<file path="src/rtl/multiword_adder_seq.sv">
// -----------------------------------------------------------------------------
// multiword_adder_seq
//
// Wide (N*K-bit) adder/subtractor built around a single N-bit ripple adder.
// One word is processed per cycle, least significant first. The carry between
// words is kept in a register. Subtraction is performed as A + ~B + 1.
//
// Ports:
//   clk        rising-edge clock
//   rst_n      asynchronous active-low reset
//   in_valid   operand transaction offered
//   in_ready   block is idle and accepts operands this cycle
//   a, b       W-bit operands (W = N*K)
//   cin        carry-in for add (ignored when sub=1)
//   sub        1 selects A - B
//   s          W-bit result (meaningful only while out_valid=1)
//   cout       carry out of bit W-1 (for subtract: 1 means no borrow)
//   out_valid  s/cout hold a completed result
//   out_ready  consumer takes the result this cycle
// -----------------------------------------------------------------------------
module multiword_adder_seq #(
    parameter int N = 8,
    parameter int K = 4
) (
    input  logic           clk,
    input  logic           rst_n,
    input  logic           in_valid,
    output logic           in_ready,
    input  logic [N*K-1:0] a,
    input  logic [N*K-1:0] b,
    input  logic           cin,
    input  logic           sub,
    output logic [N*K-1:0] s,
    output logic           cout,
    output logic           out_valid,
    input  logic           out_ready
);

    localparam int W  = N * K;
    localparam int IW = (K > 1) ? $clog2(K) : 1;
    localparam logic [IW-1:0] IDX_LAST = IW'(K - 1);
    localparam logic [IW-1:0] IDX_ZERO = IW'(0);
    localparam logic [IW-1:0] IDX_ONE  = IW'(1);

    typedef enum logic [1:0] {
        ST_IDLE = 2'd0,
        ST_RUN  = 2'd1,
        ST_DONE = 2'd2
    } state_t;

    state_t          state_r;
    state_t          state_nxt_s;
    logic [W-1:0]    a_r;
    logic [W-1:0]    b_r;      // already inverted when subtracting
    logic            c_r;      // carry into the current word
    logic [IW-1:0]   idx_r;
    logic [W-1:0]    s_r;
    logic            cout_r;

    logic [N-1:0]    a_word_s;
    logic [N-1:0]    b_word_s;
    logic [N:0]      sum_s;
    logic            last_s;

    // Shared N-bit adder on the current word plus the inter-word carry.
    always_comb begin
        a_word_s = a_r[idx_r*N +: N];
        b_word_s = b_r[idx_r*N +: N];
        sum_s    = {1'b0, a_word_s} + {1'b0, b_word_s} + {{N{1'b0}}, c_r};
        last_s   = (idx_r == IDX_LAST);
    end

    // Next-state decode for the IDLE -> RUN -> DONE sequence.
    always_comb begin
        state_nxt_s = state_r;
        case (state_r)
            ST_IDLE: begin
                if (in_valid) begin
                    state_nxt_s = ST_RUN;
                end else begin
                    state_nxt_s = ST_IDLE;
                end
            end
            ST_RUN: begin
                if (last_s) begin
                    state_nxt_s = ST_DONE;
                end else begin
                    state_nxt_s = ST_RUN;
                end
            end
            ST_DONE: begin
                if (out_ready) begin
                    state_nxt_s = ST_IDLE;
                end else begin
                    state_nxt_s = ST_DONE;
                end
            end
            default: state_nxt_s = ST_IDLE;
        endcase
    end

    // State register.
    always_ff @(posedge clk or negedge rst_n) begin
        if (!rst_n) begin
            state_r <= ST_IDLE;
        end else begin
            state_r <= state_nxt_s;
        end
    end

    // Operand capture, per-word accumulation and result registers.
    always_ff @(posedge clk or negedge rst_n) begin
        if (!rst_n) begin
            a_r    <= {W{1'b0}};
            b_r    <= {W{1'b0}};
            c_r    <= 1'b0;
            idx_r  <= IDX_ZERO;
            s_r    <= {W{1'b0}};
            cout_r <= 1'b0;
        end else begin
            case (state_r)
                ST_IDLE: begin
                    if (in_valid) begin
                        a_r   <= a;
                        b_r   <= sub ? ~b : b;
                        // Subtract folds the "+1" of two's complement into the carry.
                        c_r   <= sub ? 1'b1 : cin;
                        idx_r <= IDX_ZERO;
                    end
                end
                ST_RUN: begin
                    s_r[idx_r*N +: N] <= sum_s[N-1:0];
                    c_r               <= sum_s[N];
                    if (last_s) begin
                        cout_r <= sum_s[N];
                        // Park the index on word 0 so it never points past the operand.
                        idx_r  <= IDX_ZERO;
                    end else begin
                        idx_r  <= idx_r + IDX_ONE;
                    end
                end
                ST_DONE: begin
                    // Result is held until the consumer takes it.
                end
                default: begin
                end
            endcase
        end
    end

    // Handshake flags come straight from the state register.
    assign in_ready  = (state_r == ST_IDLE);
    assign out_valid = (state_r == ST_DONE);
    assign s         = s_r;
    assign cout      = cout_r;

endmodule

</file>
<file path="config.mk">
export PLATFORM = sky130hd
export DESIGN_NAME = multiword_adder_seq
export DESIGN_NICKNAME = d
export VERILOG_FILES = /design/src/rtl/multiword_adder_seq.sv
export SDC_FILE = /design/constraint.sdc
export NUM_CORES = 1
export LEC_CHECK = 0
export CELL_PAD_IN_SITES_DETAIL_PLACEMENT = 0
export CELL_PAD_IN_SITES_GLOBAL_PLACEMENT = 1
export CORE_ASPECT_RATIO = 0.75
export CORE_UTILIZATION = 39
export CTS_BUF_LIST = sky130_fd_sc_hd__clkbuf_8
export CTS_CLUSTER_DIAMETER = 150
export CTS_CLUSTER_SIZE = 24
export DETAILED_ROUTE_END_ITERATION = 8
export PLACE_DENSITY_LB_ADDON = 0.1
export SYNTH_ARGS = -nofsm -noshare
export SYNTH_HDL_FRONTEND = slang
export SYNTH_SLANG_ARGS = --single-unit
</file>
<file path="constraint.sdc">
create_clock -name clk -period 8.1 [get_ports clk]
set_input_delay 1.215 -clock clk [delete_from_list [all_inputs] [get_ports clk]]
set_output_delay 1.215 -clock clk [all_outputs]
set_load 0.01 [all_outputs]
</file>
==> results of run 1 <==
-- metal layers --
| metal | wire (µm) | vias to the layer above |
|---|---|---|
| met5 | 0 | - |
| met4 | 131 | 0 |
| met3 | 565 | 12 |
| met2 | 4952 | 102 |
| met1 | 5980 | 1707 |
| li1 | - | 1762 |
-- area by class of cell --
class                   instances  area [µm²]  area share (%)
repair buffers                109        1071           17.11
inverters                       8       30.03          0.4796
clock inverters                 6       61.31          0.9792
well taps                     166       207.7           3.317
multi-input cells             331        2201           35.15
clock buffers                  10       137.6           2.198
flip-flops and latches        102        2552           40.77
-- cell families (layout without fill, tap and decap cells) --
group / after synthesis / in the layout / share of synthesized area [%]
buf+inv: 33 / 133 / 3.114
fa+ha+maj: 15 / 15 / 4.136
flops: 102 / 102 / 52.08
simple gates: 175 / 175 / 14.73
compound gates: 87 / 87 / 11.77
mux: 17 / 17 / 7.557
xor+xnor: 37 / 37 / 6.612
-- cells in the mapped netlist, drive strengths merged, types with 2 or more instances --
library cell    n  share of area (%)
a21o            4               0.61
a21oi           3               0.31
a221oi          2               0.49
a22o           20                3.6
buf            14                1.7
clkbuf         11               0.84
dfrtp         102                 52
fa              2               0.82
ha             13                3.3
inv             8               0.61
mux4           16                7.4
nand2         151                 12
nand2b          3               0.38
nand3           2               0.20
nand4           4               0.51
nor2            8               0.77
nor2b           3               0.38
o21ai          50                5.3
o31ai           2               0.31
xnor2          35                6.3
xor2            2               0.36
-- critical path, cell delays in order (launching register included) --
cell	delay, ns
dfrtp_1	0.51
buf_4	0.39
mux4_2	0.57
fa_1	0.45
inv_1	0.09
fa_1	0.19
inv_1	0.05
a21o_1	0.19
a221oi_2	0.30
xnor2_1	0.18
a22o_1	0.23
-- where the power goes --
group	switching, µW	internal, µW	total (µW)
combinational	761	568	1330
clock	174	150	324
sequential	139	713	853
total	1070	1430	2510
-- state kept, by name, summed over array words and instances, names as in the netlist --
name     flops
a_r         32
b_r         32
c_r          1
cout         1
idx_r        2
s           32
state_r      2
-- cells in the final DEF, fill, tap and decap left out, types with 2 or more instances in the layout --
cell             count
a21o_1               4
a21oi_1              3
a22o_1              20
buf_4                6
clkbuf_8            10
clkdlybuf4s50_1    102
clkinv_2             3
dfrtp_1            102
fa_1                 2
ha_1                13
inv_1                7
mux4_2              16
nand2_1            148
nand2_2              2
nand2b_1             3
nand3_1              2
nand4_1              4
nor2_1               5
nor2_2               3
nor2b_1              2
o21ai_0             44
o21ai_1              3
o21ai_2              3
o31ai_1              2
xnor2_1             35
xor2_1               2
-- per-stage QoR --
stage	hold WS, ns	total power, µW	setup WS, ns
6_report	0.4821	2506	4.852
5_1_grt	0.4919	2718	4.673
4_1_cts	0.4838	2535	4.815
3_5_place_dp	0.4578	2202	4.842
2_1_floorplan	0.4403	1763	5.271
3_3_place_gp	0.4567	2180	4.924
-- final timing paths --
path                       startpoint      end  slack (ns)  cells after the start
hold reg to reg               a_r[25]  a_r[25]        0.48                      2
min in group asynchronous       rst_n  a_r[10]        0.87                      1
setup reg to reg             idx_r[0]    s[22]        4.85                     10
max in group asynchronous       rst_n   b_r[6]        6.09                      2
hold / removal                a_r[25]  a_r[25]        0.48                      2
setup / recovery             idx_r[0]    s[22]        4.85                     10
==> results_dict.tcl, run 1 <==
set metrics [dict create \
    netlist_area_mm2 0.004901 \
    met2_usage_pct 28.33 \
    fmax_mhz 307.9 \
    cts_resized 0 \
    use_met1_pct 29.95 \
    yosysUniqueCellTypes 41 \
    slew_viol_final 0 \
    place_congestion 0.7629 \
    rsz0062_at_grt "no" \
    globalRoute.totalOverflow 0 \
    fillCellCount 1173 \
    use_met3_pct 4.167 \
    pin_count 105 \
    clk_latency_ns 0.37 \
    syn_avg_cell_area_um2 10.52 \
    cts_tree "built" \
    ys_warn_count 0 \
    yosysSeqAreaShare_pct 52.08 \
    viasPerCell 4.895 \
    crit_type "register to register" \
    outcome "finished clean" \
    path_max_fanout 21 \
    setup_viol 0 \
    grt_antenna_before_repair 0 \
    cp-start-kind "register" \
    vias 3583 \
    p_per_area_mw_per_mm2 400.2 \
    fin_util_pct 51.06 \
    hold_viol 0 \
    hold_class "register to register" \
    synth_edf_count 0 \
    dieWidth_um 131.4 \
    cts_buffer_depth 2 \
    grt_pass1_vias 3710 \
    core_area_mm2 0.01226 \
    insertedDiodeCount 0 \
    grt_pass1_wl_mm 20.02 \
    crit_required_ns 8.36 \
    finClkSkew_ns 0.01125 \
    post_dp_cell_area_mm2 0.006062 \
    firstDrtPassIters 5 \
    drive_above_1_share_pct 9.717 \
    stdcell_area_mm2 0.006261 \
    ir_drop_v 0.0002240 \
    maxCapViolCount 0 \
    synth_seq_cells 102 \
    holdBufCountCts 0 \
    cts_made_buffers 9 \
    grt_start_max_net_pins 99 \
    syn_inst 466 \
    cts_root_buf "clkbuf_8" \
    grt.total_usage_pct 19.76 \
    dieArea_mm2 0.01302 \
    fin_nets 646 \
    row_count 35 \
    port_buffers 104 \
    final_cells 732 \
    cts.clk_slew.worst_paths_ns 0.09 \
    grt_busiest_layer "met1" \
    synthToLayoutAreaGrowth_pct 27.75 \
    p_leak_uw 0.002816 \
    worstMarginPinSlew_ns 0.9986 \
    synth_ff_type "dfrtp_1" \
    dp_hpwl_mm 8.475 \
    dp_cells 716 \
    wl_mm 11.63 \
    fin_crit_sh_pct 40.10 \
    setup_tns_ns 0 \
    drt_drc_violations_left 0 \
    async_flop_share_pct 100.0 \
    relSlewSlack_pct 33.29 \
    postCtsSetupRepairBufs 0 \
    drt-initial-drc-count 191 \
    finalCriticalPeriod_ns 3.248 \
    cts.sinks 102 \
    initial_core_util_pct 39.97 \
    synth_fp_nets 551 \
    die_y_um 99.08 \
    antenna_left 0 \
    cp-end-kind "register" \
    cts.htree.levels 3 \
    cp.arrival_ns 3.51 \
    detail_route.wl_per_cell_um 15.89 \
]
Power figures use the tool's default switching activity.
==> run 2, diff against run 1 <==
--- a/config.mk
+++ b/config.mk
@@ -8,7 +8,7 @@
 export CELL_PAD_IN_SITES_DETAIL_PLACEMENT = 0
 export CELL_PAD_IN_SITES_GLOBAL_PLACEMENT = 1
 export CORE_ASPECT_RATIO = 0.75
-export CORE_UTILIZATION = 39
+export CORE_UTILIZATION = 37
 export CTS_BUF_LIST = sky130_fd_sc_hd__clkbuf_8
 export CTS_CLUSTER_DIAMETER = 150
 export CTS_CLUSTER_SIZE = 24
==> constraint.sdc (replaced) <==
create_clock -name clk -period 2.65 [get_ports clk]
set_input_delay 0.3975 -clock clk [delete_from_list [all_inputs] [get_ports clk]]
set_output_delay 0.3975 -clock clk [all_outputs]
set_load 0.01 [all_outputs]
==> results_dict.tcl, run 2 (synthesis results as in run 1) <==
set metrics [dict create \
    row_count 36 \
    antenna_left 0 \
    insertedDiodeCount 0 \
    cts.clk_slew.worst_paths_ns 0.10 \
    p_per_area_mw_per_mm2 1318 \
    slowest_stage "mux4_2" \
    cp-start-kind "register" \
    detail_route.wl_per_cell_um 15.54 \
    fmax_mhz 378.3 \
    fin_util_pct 50.78 \
    cp.arrival_ns 2.91 \
    cp_cell_sequence "mux4_2 -> fa_2 -> inv_2 -> fa_2 -> inv_2 -> a21o_1 -> a221oi_4 -> xnor2_2 -> a22o_1" \
    cts_buffer_depth 2 \
    pin_count 105 \
    hold_slack_ns 0.09181 \
    die_y_um 101.7 \
    grt_antenna_before_repair 0 \
    slew_viol_final 0 \
    crit_type "register to register" \
    final_common_cell "nand2_1" \
    switching_share_pct 40.97 \
    synthToLayoutAreaGrowth_pct 34.41 \
    grt_pass1_vias 3607 \
    grt.total_usage_pct 18.05 \
    worstMarginPinSlew_ns 0.7938 \
    holdBufCountCts 0 \
    globalRoute.totalOverflow 0 \
    core_area_mm2 0.01297 \
    place_congestion 0.8425 \
    outcome "finished clean" \
    drive_above_1_share_pct 14.31 \
    cts_tree "built" \
    internal-power_uw 5123 \
    fillCellCount 1179 \
    seqPwrFrac_pct 29.6 \
    drt_drc_violations_left 0 \
    grt_pass1_wl_mm 18.69 \
    viasPerCell 4.783 \
    combinationalPowerShare_pct 57.5 \
    crit_required_ns 2.92 \
    wl_mm 11.67 \
    p_leak_uw 0.002944 \
    slowest_delay_ns 0.56 \
    fin_nets 660 \
    drt-initial-drc-count 216 \
    relSlewSlack_pct 47.08 \
    cp-end-kind "register" \
    final_cell_mix "148 x nand2_1, 102 x clkdlybuf4s50_1, 101 x dfrtp_1" \
    cts_made_buffers 9 \
    setup_viol 0 \
    clk_latency_ns 0.37 \
    power.switching_uw 3556 \
    finalCriticalPeriod_ns 2.643 \
    dp_hpwl_mm 8.657 \
    port_buffers 104 \
    maxCapViolCount 0 \
    vias 3592 \
    ir_drop_v 0.0007143 \
    cts.sinks 102 \
    initial_core_util_pct 37.78 \
    setup_tns_ns 0 \
    grt_start_max_net_pins 61 \
    dieWidth_um 134.9 \
    fin_crit_sh_pct 99.75 \
    rsz0062_at_grt "yes" \
    cts_root_buf "clkbuf_8" \
    cts.htree.levels 3 \
    firstDrtPassIters 4 \
    dieArea_mm2 0.01371 \
    hold_class "primary input to asynchronous set/reset pin" \
    path_max_fanout 4 \
    hold_viol 0 \
    finClkSkew_ns 0.01560 \
    clockPowerShare_pct 13.0 \
]
-- run 2: cell types whose count changed in the layout (fill, tap and decap cells not counted), moves of 2 or more --
| cell | delta |
|---|---|
| ha_4 | +4 |
| fa_2 | +2 |
| xnor2_2 | +2 |
| clkinv_2 | -3 |
| ha_1 | -5 |
| fa_1 | -2 |
| xnor2_1 | -2 |
| buf_12 | +5 |
| buf_4 | +8 |
| inv_2 | +2 |
-- run 2: final cells by class --
type	instances	area [µm²]	area share, %
clock buffers	11	151.4	2.298
clock inverters	5	81.33	1.235
inverters	8	30.03	0.4558
multi-input cells	331	2301	34.93
flip-flops and latches	102	2554	38.77
well taps	171	214.0	3.248
repair buffers	123	1256	19.07
-- run 2: metrics by stage --
stage / power, µW / cell area (µm²) / setup slack [ns] / std cells
global route: 9346 / 6588 / -0.09018 / 751
CTS: 8453 / 6481 / -0.01264 / 747
finish: 8680 / 6588 / 0.006587 / 751
detailed placement: 7029 / 6180 / -0.06864 / 730
global placement: 6948 / 6180 / -0.02407 / 730
floorplan: 5434 / 4915 / -0.02549 / 466
-- run 2: power by group through the flow --
| stage | registers, µW | clock network (µW) | logic [µW] |
|---|---|---|---|
| after floorplan | 2520 | 0 | 2910 |
| after global placement | 2610 | 0 | 4340 |
| after detailed placement | 2610 | 0 | 4420 |
| after CTS | 2590 | 1150 | 4720 |
| after global routing | 2650 | 1210 | 5490 |
| final | 2570 | 1130 | 4990 |
-- run 2: worst max-delay path: cells and delay by family (launching register included) --
kind | cells | cell delay (ns)
compound gates | 3 | 0.71
xor+xnor | 1 | 0.14
fa+ha+maj | 2 | 0.59
buf+inv | 2 | 0.10
flops | 1 | 0.44
mux | 1 | 0.56
-- run 2: what timing repair did --
item / in CTS / in global routing
resized for setup: 9 / 9
endpoints found under the setup margin: 14 / 18
gates cloned: 0 / 1
buffers inserted: 1 / 3
pin swaps: 3 / 9
-- run 2: worst paths after layout --
kind / from / to / slack [ns] / cells past startpoint
max: idx_r[0] / s[22] / 0.007 / 9
min: rst_n / s[25] / 0.09 / 1
max reg2reg: idx_r[0] / s[22] / 0.007 / 9
min reg2reg: a_r[12] / a_r[12] / 0.48 / 2
max in group asynchronous: rst_n / b_r[11] / 1.85 / 2
min in group clk: a_r[12] / a_r[12] / 0.48 / 2
-- run 2: routing by layer --
metal	global-route usage [%]	part of all wire, %
met5	0	0
met2	27.64	45
met1	25.96	50
met4	4.494	0.98
met3	4.154	3.7
==> run 3, diff against run 2 <==
--- a/config.mk
+++ b/config.mk
@@ -10,7 +10,7 @@
 export CORE_ASPECT_RATIO = 0.75
 export CORE_UTILIZATION = 37
 export CTS_BUF_LIST = sky130_fd_sc_hd__clkbuf_8
-export CTS_CLUSTER_DIAMETER = 150
+export CTS_CLUSTER_DIAMETER = 120
 export CTS_CLUSTER_SIZE = 24
 export DETAILED_ROUTE_END_ITERATION = 8
 export PLACE_DENSITY_LB_ADDON = 0.1
==> results of run 3 <==
Final layout, timing and power as in run 2 (identical DEF).
